$ cat src/rtl/tinyalu_gen2.sv
// Small multi-cycle ALU: one operation in flight at a time, with fixed latency 1
// for every opcode except multiply, which takes MULT_LAT clocks.
module tinyalu_gen2 #(
    parameter int WIDTH    = 8,
    parameter int MULT_LAT = 3
) (
    input  logic                 clk,
    input  logic                 reset_n,
    input  logic [WIDTH-1:0]     A,
    input  logic [WIDTH-1:0]     B,
    input  logic [2:0]           op,
    input  logic                 start,
    output logic                 busy,
    output logic                 done,
    output logic                 err,
    output logic [2*WIDTH-1:0]   result
);

    localparam int CW = $clog2(MULT_LAT + 1);
    localparam logic [CW-1:0] MUL_LOAD = CW'(MULT_LAT - 1);
    localparam logic [CW-1:0] CNT_ONE  = CW'(1);

    localparam logic [2:0] OP_NOP = 3'b000;
    localparam logic [2:0] OP_ADD = 3'b001;
    localparam logic [2:0] OP_AND = 3'b010;
    localparam logic [2:0] OP_XOR = 3'b011;
    localparam logic [2:0] OP_MUL = 3'b100;
    localparam logic [2:0] OP_SUB = 3'b101;

    typedef enum logic {IDLE, EXEC} state_t;

    state_t               state_reg;
    logic [CW-1:0]        cnt_reg;
    logic [WIDTH-1:0]     a_reg;
    logic [WIDTH-1:0]     b_reg;
    logic [2:0]           op_reg;

    logic [2*WIDTH-1:0]   a_ext;
    logic [2*WIDTH-1:0]   b_ext;
    logic [2*WIDTH-1:0]   calc;
    logic                 writes_result;
    logic                 illegal;

    // The datapath works only from the latched operands, so input changes
    // during EXEC cannot disturb the result committed at the final edge.
    always_comb begin
        a_ext         = {{WIDTH{1'b0}}, a_reg};
        b_ext         = {{WIDTH{1'b0}}, b_reg};
        calc          = '0;
        writes_result = 1'b1;
        illegal       = 1'b0;
        case (op_reg)
            OP_ADD:  calc = a_ext + b_ext;
            OP_AND:  calc = a_ext & b_ext;
            OP_XOR:  calc = a_ext ^ b_ext;
            OP_MUL:  calc = a_ext * b_ext;
            OP_SUB:  calc = a_ext - b_ext;
            OP_NOP:  writes_result = 1'b0;
            default: begin
                writes_result = 1'b0;
                illegal       = 1'b1;
            end
        endcase
    end

    always_ff @(posedge clk or negedge reset_n) begin
        if (!reset_n) begin
            state_reg <= IDLE;
            cnt_reg   <= '0;
            a_reg     <= '0;
            b_reg     <= '0;
            op_reg    <= '0;
            done      <= 1'b0;
            err       <= 1'b0;
            result    <= '0;
        end else begin
            done <= 1'b0;
            err  <= 1'b0;
            case (state_reg)
                IDLE: begin
                    if (start) begin
                        a_reg     <= A;
                        b_reg     <= B;
                        op_reg    <= op;
                        cnt_reg   <= (op == OP_MUL) ? MUL_LOAD : '0;
                        state_reg <= EXEC;
                    end
                end
                EXEC: begin
                    if (cnt_reg == '0) begin
                        state_reg <= IDLE;
                        done      <= 1'b1;
                        err       <= illegal;
                        if (writes_result) begin
                            result <= calc;
                        end
                    end else begin
                        cnt_reg <= cnt_reg - CNT_ONE;
                    end
                end
                default: state_reg <= IDLE;
            endcase
        end
    end

    assign busy = (state_reg == EXEC);

endmodule

$ cat config.mk
export PLATFORM = sky130hd
export DESIGN_NAME = tinyalu_gen2
export DESIGN_NICKNAME = d
export VERILOG_FILES = /design/src/rtl/tinyalu_gen2.sv
export SDC_FILE = /design/constraint.sdc
export NUM_CORES = 1
export LEC_CHECK = 0
export CAP_MARGIN = 20
export CORE_MARGIN = 2
export CORE_UTILIZATION = 55
export CTS_CLUSTER_SIZE = 12
export DETAILED_ROUTE_END_ITERATION = 10
export PLACE_DENSITY = 0.77
export RECOVER_POWER = 25
export SYNTH_ARGS = -nofsm -noshare
export SYNTH_HDL_FRONTEND = slang
export SYNTH_SLANG_ARGS = --single-unit
export TNS_END_PERCENT = 20
$ cat constraint.sdc
create_clock -name clk -period 5.3 [get_ports clk]
set_clock_uncertainty 0.1 [all_clocks]
set_input_delay 1.06 -clock clk [delete_from_list [all_inputs] [get_ports clk]]
set_output_delay 1.06 -clock clk [all_outputs]
set_load 0.01 [all_outputs]
==> metrics.yaml, run 1 <==
grt:
  grt_usage_pct: 27.0
  grt_overflow_total: 0
  grt_pass1_wl_mm: 18.6
  grt_start_max_net_pins: 41
  antenna_found_initial: 0
  grt_pass1_vias: 3838
min_path:
  hp-class: "flip-flop to flip-flop"
  hp-start: "cnt_reg[0]$_DFFE_PN0P_"
critical_path:
  slowest_stage: "dfrtp_1"
  critPathKind: "flip-flop to flip-flop"
  endpoint_kind: "flip-flop"
  crit_top_cell: "fa_1"
  crit_chain: "and2_1, fa_1, fa_1, fa_1, inv_1, fa_1, inv_1, ha_1, or2_1, a31oi_1, a211oi_1, o31ai_1, xor2_1, a21oi_1"
  crit_path_start: "a_reg[1]$_DFFE_PN0P_"
  crit_fanout: 12
  start_kind: "flip-flop"
  worstPathRequired_ns: 5.39
  cpPeakStageDelay_ns: 0.56
  arrival_ns: 4.84
  reg2reg_from: "a_reg[1]$_DFFE_PN0P_"
clocking:
  ctsHtreeMaxLevel: 2
  cts.repair.resized: 0
  cts_buffer_depth: 2
  cts_tree: "yes"
  cts_hold_buf: 0
  cts_root_buffer: "clkbuf_8"
  worst_skew_pair.late_latency_ns: 0.31
  clock-sinks: 40
  clk_pin_slew_ns: 0.10
  numCtsBuffers: 5
  postCtsSetupBuffers: 0
place:
  io_buffers: 40
  gp_congestion: 0.898
  dp_hpwl_mm: 8.70
  place_area_mm2: 0.00501
  detailedPlace.worstSlack_ns: 0.600
layout:
  finalNetCount: 647
  final_cell_mix: "68 x inv_1, 53 x ha_1, 41 x and2_1"
  num_antenna_cells: 0
  drive_gt1_share_pct: 6.17
  largest_reg_flops: 16
  fill_cells: 697
  layout_commonest_cell: "inv_1"
  final_cell_area_mm2: 0.00512
  area_growth_pct: 12.9
timing:
  post-route-period-util_pct: 89.6
  timing.fmax_mhz: 211
  finalMaxSlewViolations: 41
  maxSlewHeadroom_pct: -48.3
  finalHoldViolations: 0
  finalSetupViolations: 0
  rsz0062_at_grt: "false"
  worstMarginPinSlew_ns: 2.22
  finalCriticalPeriod_ns: 4.75
  finalSetupTns_ns: 0
  worst_slack_ns: 0.550
detailed_routing:
  drcViolationCount: 0
  wl_per_cell_um: 17.4
  postRouteAntennaNets: 0
  vias: 3712
  wl_mm: 11.2
  drtIter0Drc: 237
  viasPerCell: 5.80
  drt_first_pass_iters: 5
yosys:
  synth-async-reset-ratio_pct: 100
  synth_cell_types: 56
  yosysWarnings: 0
  synth_cells: 498
  yosys.area.top_type: "dfrtp_1"
  netlist_area_mm2: 0.00454
  netlist.area_leader.share_pct: 22.1
  synth_nets: 611
  synthFlopType: "dfrtp_1"
  syn-mean-instance-area_um2: 9.11
  synth_area_leaders: "dfrtp_1 22%, fa_1 17%, ha_1 15%, and2_1 5.8%, inv_1 5.6%"
  ys_seq_area_share_pct: 22.1
  synth_seq_cells: 40
  synth-edff-count: 0
floorplan:
  dieArea_mm2: 0.00899
  die_y_um: 94.8
  die_w_um: 94.8
  io-pin-count: 41
  initial_utilization_pct: 56.0
  coreArea_mm2: 0.00809
  fp-row-count: 33
run_status:
  violations: "max-capacitance violations, max-slew violations"
  outcome: "finished with violations"
job:
  drv_cap: 1
-- synth_stat cells, drive strengths merged, types with 8 or more instances --
library cell / number
nand2: 31
nor2: 35
mux2: 13
a21oi: 34
and2: 43
o22ai: 8
nor3: 8
xor2: 8
fa: 38
inv: 69
xnor2: 8
o21ai: 19
ha: 53
dfrtp: 40
-- metal layers --
metal	up-vias	track usage [%]	share of wire (%)	wire length (µm)
met5	-	0	0	0
met4	0	9.18	2.3	259
met3	20	4.71	5.9	663
met2	131	45.0	49	5420
met1	1803	35.4	43	4820
li1	1758	-	-	-
-- final timing paths --
| check | end | slack (ns) | depth (start not counted) |
|---|---|---|---|
| worst max-delay path | result[13]$_DFFE_PN0P_ | 0.55 | 14 |
| worst min-delay path | cnt_reg[0]$_DFFE_PN0P_ | 0.37 | 1 |
| worst max register to register | result[13]$_DFFE_PN0P_ | 0.55 | 14 |
| worst min register to register | cnt_reg[0]$_DFFE_PN0P_ | 0.37 | 1 |
| max in group asynchronous | a_reg[3]$_DFFE_PN0P_ | 2.52 | 1 |
| min in group asynchronous | result[1]$_DFFE_PN0P_ | 1.30 | 1 |
-- kinds of logic after synthesis --
group | share of synthesized area [%]
and+or+nand+nor | 16.5
muxes | 3.67
DFF | 22.1
AOI/OAI and AO/OA | 15.7
adders and majority gates | 31.4
xor gates and xnor gates | 3.09
buffers and inverters | 7.59
-- cell type report --
cell class | count | area [µm²] | share of cell area [%]
flip-flops and latches | 40 | 1000 | 19.6
well taps | 105 | 131 | 2.57
clock buffers | 5 | 68.8 | 1.34
repair buffers | 43 | 417 | 8.14
clock inverters | 3 | 46.3 | 0.904
multi-input cells | 374 | 3190 | 62.4
inverters | 70 | 263 | 5.13
-- through the flow --
stage | hold slack (ns) | util, % | cells
5_1_grt | 0.378 | 63.3 | 640
3_3_place_gp | 0.355 | 61.9 | 632
2_1_floorplan | 0.340 | - | 498
6_report | 0.368 | 63.3 | 640
3_5_place_dp | 0.357 | 61.9 | 632
4_1_cts | 0.370 | 63.3 | 640
-- worst max-delay path, delay by kind of cell (launching register included) --
family | cells | cell delay, ns
buffers and inverters | 2 | 0.10
adder cells (fa/ha/maj) | 5 | 2.47
AO/OA/AOI/OAI | 4 | 0.72
XOR/XNOR | 1 | 0.18
AND/OR/NAND/NOR | 2 | 0.50
flip-flops | 1 | 0.56
Power of run 1 is not shown: default switching activity piles up to over one toggle a cycle in this logic, so the estimate is an artifact.
==> run 2: changes to the inputs <==
--- a/config.mk
+++ b/config.mk
@@ -17,2 +17,2 @@
 export SYNTH_SLANG_ARGS = --single-unit
-export TNS_END_PERCENT = 20
+export TNS_END_PERCENT = 5
--- a/constraint.sdc
+++ b/constraint.sdc
@@ -4,2 +4,2 @@
 set_output_delay 1.06 -clock clk [all_outputs]
-set_load 0.01 [all_outputs]
+set_load 0.005 [all_outputs]
==> results of run 2 <==
Same layout as run 1: the final DEF is identical, and so are final timing and power.
Power of run 2 is left out for the same reason.
